**config.mk**
```make
export PLATFORM = sky130hd
export DESIGN_NAME = exception_unit
export DESIGN_NICKNAME = d
export VERILOG_FILES = /design/src/rtl/exc_pkg.sv /design/src/rtl/exception_unit_arbiter.sv /design/src/rtl/exception_unit.sv
export SDC_FILE = /design/constraint.sdc
export NUM_CORES = 1
export LEC_CHECK = 0
export BUFFER_PORTS_ARGS = -buffer_cell sky130_fd_sc_hd__buf_2
export CAP_MARGIN = 20
export CORE_MARGIN = 10
export CORE_UTILIZATION = 45
export CTS_CLUSTER_DIAMETER = 200
export CTS_CLUSTER_SIZE = 12
export DETAILED_ROUTE_END_ITERATION = 6
export GPL_TIMING_DRIVEN = 0
export HOLD_SLACK_MARGIN = 0.02
export PLACE_DENSITY = 0.76
export SLEW_MARGIN = 0
export SYNTH_ARGS = -nofsm -noshare
export SYNTH_HDL_FRONTEND = slang
export SYNTH_HIERARCHICAL = 1
export SYNTH_SLANG_ARGS = --single-unit
```
**constraint.sdc**
```tcl
create_clock -name clk -period 1.25 [get_ports clk]
set_input_delay 0 -clock clk [delete_from_list [all_inputs] [get_ports clk]]
set_output_delay 0 -clock clk [all_outputs]
set_load 0.05 [all_outputs]
```
**src/rtl/exc_pkg.sv**
```systemverilog
// Shared types and cause codes for the exception unit.
package exc_pkg;

  localparam int ESTAT_W = 4;

  typedef enum logic [1:0] {
    IDLE    = 2'd0,
    REQ     = 2'd1,
    SERVICE = 2'd2
  } state_e;

  localparam logic [ESTAT_W-1:0] ESTAT_NONE     = 4'b0000;
  localparam logic [ESTAT_W-1:0] ESTAT_EXTIRQ   = 4'b0001;
  localparam logic [ESTAT_W-1:0] ESTAT_NOTINSTR = 4'b0010;

endpackage

```
**src/rtl/exception_unit_arbiter.sv**
```systemverilog
// Picks one eligible irq line: rotating priority with EXC_RR_EN defined,
// otherwise fixed priority with the lowest index winning.
module irq_arbiter #(
  parameter int NIRQ = 4,
  parameter int IDW  = (NIRQ > 1) ? $clog2(NIRQ) : 1
) (
  input  logic            clk,
  input  logic            reset,
  input  logic [NIRQ-1:0] eligible,
  input  logic            advance,
  output logic            valid,
  output logic [IDW-1:0]  winner
);

`ifdef EXC_RR_EN
  logic [IDW-1:0] ptr;

  // Search starts at ptr and wraps around the line vector.
  always_comb begin
    int idx;
    valid  = 1'b0;
    winner = '0;
    idx    = 0;
    for (int i = 0; i < NIRQ; i++) begin
      idx = (int'(ptr) + i) % NIRQ;
      if (!valid && eligible[idx]) begin
        valid  = 1'b1;
        winner = IDW'(idx);
      end
    end
  end

  always_ff @(posedge clk) begin
    if (reset)
      ptr <= '0;
    else if (advance)
      ptr <= (winner == IDW'(NIRQ - 1)) ? '0 : winner + 1'b1;
  end
`else
  logic unused_arb;
  assign unused_arb = ^{clk, reset, advance};

  always_comb begin
    valid  = 1'b0;
    winner = '0;
    for (int i = 0; i < NIRQ; i++) begin
      if (!valid && eligible[i]) begin
        valid  = 1'b1;
        winner = IDW'(i);
      end
    end
  end
`endif

endmodule

```
**src/rtl/exception_unit.sv**
```systemverilog
// Exception/interrupt controller: edge-latched irqs plus not-an-instruction,
// held until acknowledged, blocked until eret. EXC_RR_EN selects rotating priority.
module exception_unit
  import exc_pkg::*;
#(
  parameter int NIRQ = 4,
  parameter int IDW  = (NIRQ > 1) ? $clog2(NIRQ) : 1
) (
  input  logic               clk,
  input  logic               reset,
  input  logic [NIRQ-1:0]    irq,
  input  logic [NIRQ-1:0]    irq_mask,
  input  logic               not_an_instr,
  input  logic               exc_ack,
  input  logic               eret,
  output logic               exc,
  output logic [ESTAT_W-1:0] estatus,
  output logic [IDW-1:0]     exc_id,
  output logic [NIRQ-1:0]    ext_iack,
  output logic [NIRQ-1:0]    pending,
  output logic               busy
);

  state_e             state, state_n;
  logic [NIRQ-1:0]    irq_q, irq_rise, eligible;
  logic [ESTAT_W-1:0] estatus_r, estatus_n;
  logic [IDW-1:0]     exc_id_r, exc_id_n;
  logic               take_irq, arb_valid, iack_en;
  logic [IDW-1:0]     arb_winner;

  assign irq_rise = irq & ~irq_q;
  assign eligible = pending & ~irq_mask;

  irq_arbiter #(.NIRQ(NIRQ), .IDW(IDW)) u_arb (
    .clk      (clk),
    .reset    (reset),
    .eligible (eligible),
    .advance  (take_irq),
    .valid    (arb_valid),
    .winner   (arb_winner)
  );

  always_comb begin
    state_n   = state;
    estatus_n = estatus_r;
    exc_id_n  = exc_id_r;
    take_irq  = 1'b0;
    case (state)
      IDLE: begin
        // The synchronous cause outranks every external line.
        if (not_an_instr) begin
          state_n   = REQ;
          estatus_n = ESTAT_NOTINSTR;
          exc_id_n  = '0;
        end else if (arb_valid) begin
          state_n   = REQ;
          estatus_n = ESTAT_EXTIRQ;
          exc_id_n  = arb_winner;
          take_irq  = 1'b1;
        end
      end
      REQ: begin
        if (exc_ack) state_n = SERVICE;
      end
      SERVICE: begin
        if (eret) begin
          state_n   = IDLE;
          estatus_n = ESTAT_NONE;
        end
      end
      default: state_n = IDLE;
    endcase
  end

  // The grant is fixed once in REQ, so a late mask change cannot revoke it.
  assign iack_en  = (state == REQ) && exc_ack && (estatus_r == ESTAT_EXTIRQ) && !reset;
  assign ext_iack = iack_en ? (NIRQ'(1) << exc_id_r) : '0;

  always_ff @(posedge clk) begin
    if (reset) begin
      state     <= IDLE;
      irq_q     <= irq;
      pending   <= '0;
      estatus_r <= ESTAT_NONE;
      exc_id_r  <= '0;
    end else begin
      state     <= state_n;
      irq_q     <= irq;
      pending   <= (pending & ~ext_iack) | irq_rise;
      estatus_r <= estatus_n;
      exc_id_r  <= exc_id_n;
    end
  end

  assign exc     = (state == REQ);
  assign busy    = (state != IDLE);
  assign estatus = estatus_r;
  assign exc_id  = exc_id_r;

endmodule
```
==> results.ini <==
[status]
status=finished with violations
violations=negative setup slack

[critical_path]
arrival_ns=1.43
cp_cell_sequence=nand4bb_4 -> nor4_4 -> buf_6
startpoint_type=flop
crit_type=flop to output port
end_kind=output port
critPathSlowestCell=dfxtp_4
cp.required_ns=1.25
path_max_fanout=5
slowest_delay_ns=0.35

[placed_design]
place_inst=121
placement.io_buffers=26
routabilityCongestion=0.7671
place_ws_ns=-0.06129
place_area_um2=912.1
place_hpwl_mm=1.416

[cells_and_area]
final_util_pct=80.67
postLayoutCellArea_mm2=0.001201
fin_nets=137
num_antenna_cells=0
syn_to_final_growth_pct=70.21
instances_no_fill=139
post_route_cells_drive_above_1_share_pct=60.16

[drt]
vias_per_cell=5.403
routedWlPerCell_um=16.55
ant_nets=0
drc=0
vias=751
drtIter0Drc=18
dr.pass1.iters=4
routed_wl_mm=2.300

[clocking]
numCtsBuffers=3
cts_tree=done
worstSkewPairLatency_ns=0.29
clock-sinks=14
path_clk_slew_ns=0.09
clock_tree.htree_level_count=1
clockBufferDepth=2
clockRootBuffer=clkbuf_4

[global_routing]
gr-usage-all-layers_pct=11.69
grt_max_degree=11
grt_pass1_vias=710
grt_pass1_wl_mm=3.180
antenna_found_initial=0
overflow=0

[power]
peakVddDrop_v=0.0009163
seqPwrFrac_pct=40.8
switching_share_pct=34.10
clkPwrFrac_pct=27.0
combPwrFrac_pct=32.2
p_int_uw=823.5
power_mw=1.250
p_switching_uw=426.1
p_per_area_mw_per_mm2=1040
p_leak_nw=0.5173

[sta]
clock.fmax_mhz=697.9
fin_skew_ns=0.0008178
slew_violations=0
min_period_over_period_pct=114.6
setup_viol=5
setup_ws_ns=-0.1829
min_period_ns=1.433
hold_ws_ns=0.05550
tns_ns=-0.6591
tightest_slew_ns=0.5172
relSlewSlack_pct=65.52
final_hold_viol_count=0
rsz0062_at_grt=true

[die]
rows=14
chipWidth_um=59.60
die_area_mm2=0.003552
start_util_pct=47.39
core_area_mm2=0.001489
die_h_um=59.60
ios=29

[yosys]
yosysTopAreaCellShare_pct=39.72
yosys.cell_types.count=26
synth-seq-area-share_pct=39.72
synth_area_per_cell_um2=9.047
yosys_warnings=6
synth_top_cell_by_area=dfxtp_1
yosys-top-cells-area=dfxtp_1 (40%), nand2b_1 (7.1%), nor2b_1 (6.2%), a21oi_1 (4.3%), nand4bb_4 (3.9%)
synth_cells=78
syn_area_um2=705.7
ys_ff_latch=14

[job]
max_cap_violations=0

[min_path]
hp-class=input pin to flop

-- repair_timing --
action,4_1_cts,5_1_grt
gates cloned,0,0
setup buffers,5,7
pin swaps,8,8
hold buffers,5,0
gates resized for setup,19,17
hold endpoints to repair,9,0
setup endpoints to repair,12,13
-- logic make-up after synthesis --
kind of cell | share of synthesized area [%]
other cells | 0.5314
flops | 39.72
buf+inv | 7.622
compound gates | 16.31
simple gates | 35.81
-- area by class of cell --
type | instances | area [µm²]
fillers | 95 | 287.8
clock buffers | 4 | 36.28
repair buffers | 41 | 292.8
multi-input cells | 55 | 501.7
plain buffers | 4 | 26.28
well taps | 16 | 20.02
inverters | 5 | 18.77
flip-flops and latches | 14 | 305.3
-- flip-flops by register name, indices dropped and copies added, names as in the netlist --
register and flops:
irq_q 4, pending 4, state 2, exc_id 2, estatus 2
-- power groups by stage --
| stage | clock network (mW) | registers, mW | logic, mW |
|---|---|---|---|
| floorplan | 0 | 0.572 | 0.171 |
| global placement | 0 | 0.510 | 0.301 |
| detailed placement | 0 | 0.513 | 0.306 |
| CTS | 0.336 | 0.504 | 0.345 |
| global route | 0.354 | 0.513 | 0.428 |
| finish | 0.338 | 0.509 | 0.402 |
-- Yosys cell counts --
cell type,instances
nor2_1,6
conb_1,1
nor4b_4,1
buf_6,1
nand2_1,4
a2111oi_1,1
o21ai_0,4
o21ai_1,1
nor2b_1,7
or2_1,1
buf_2,1
a21o_1,1
nand4bb_4,1
and3b_1,1
o32ai_1,3
inv_1,5
a21oi_1,6
nor4b_2,1
nand2b_1,8
o31ai_1,1
nor4_2,2
dfxtp_1,14
clkbuf_1,1
buf_4,2
nor3_1,3
a21oi_2,1
-- critical path: cells and delay by family (launching register included) --
kind          cells  cell delay, ns
buf+inv           1            0.21
flops             1            0.35
simple gates      2            0.58
-- final timing paths --
check / depth (start not counted) / slack (ns) / endpoint / from
worst max-delay path: 3 / -0.18 / ext_iack[1] / state[1]
worst min-delay path: 4 / 0.06 / state[1] / eret
worst max register to register: 4 / -0.05 / pending[2] / state[1]
worst min register to register: 1 / 0.42 / pending[1] / irq_q[1]
-- metal layers --
layer	wire, µm	share of wire [%]	global-route usage (%)	vias to the layer above
met5	0	0	0	-
met4	68	3.0	7.372	0
met3	172	7.5	4.506	9
met2	1141	50	18.57	26
met1	917	40	12.65	357
li1	-	-	-	359
-- cells in the final DEF, fill, tap and decap left out, types with 3 or more instances in the layout --
cell type      Yosys  routed
a21oi_1            6       6
buf_2              1      20
dfxtp_4            0       5
dlygate4sd3_1      0       5
nand2b_1           8       6
o21ai_0            4       4
dfxtp_1           14       4
inv_1              5       5
buf_4              2      13
nor2_1             6       4
nand2_1            4       3
dfxtp_2            0       5
buf_6              1       6
nor2b_4            0       4
clkbuf_4           0       3
Note: power is estimated with default switching activity, not from simulation.
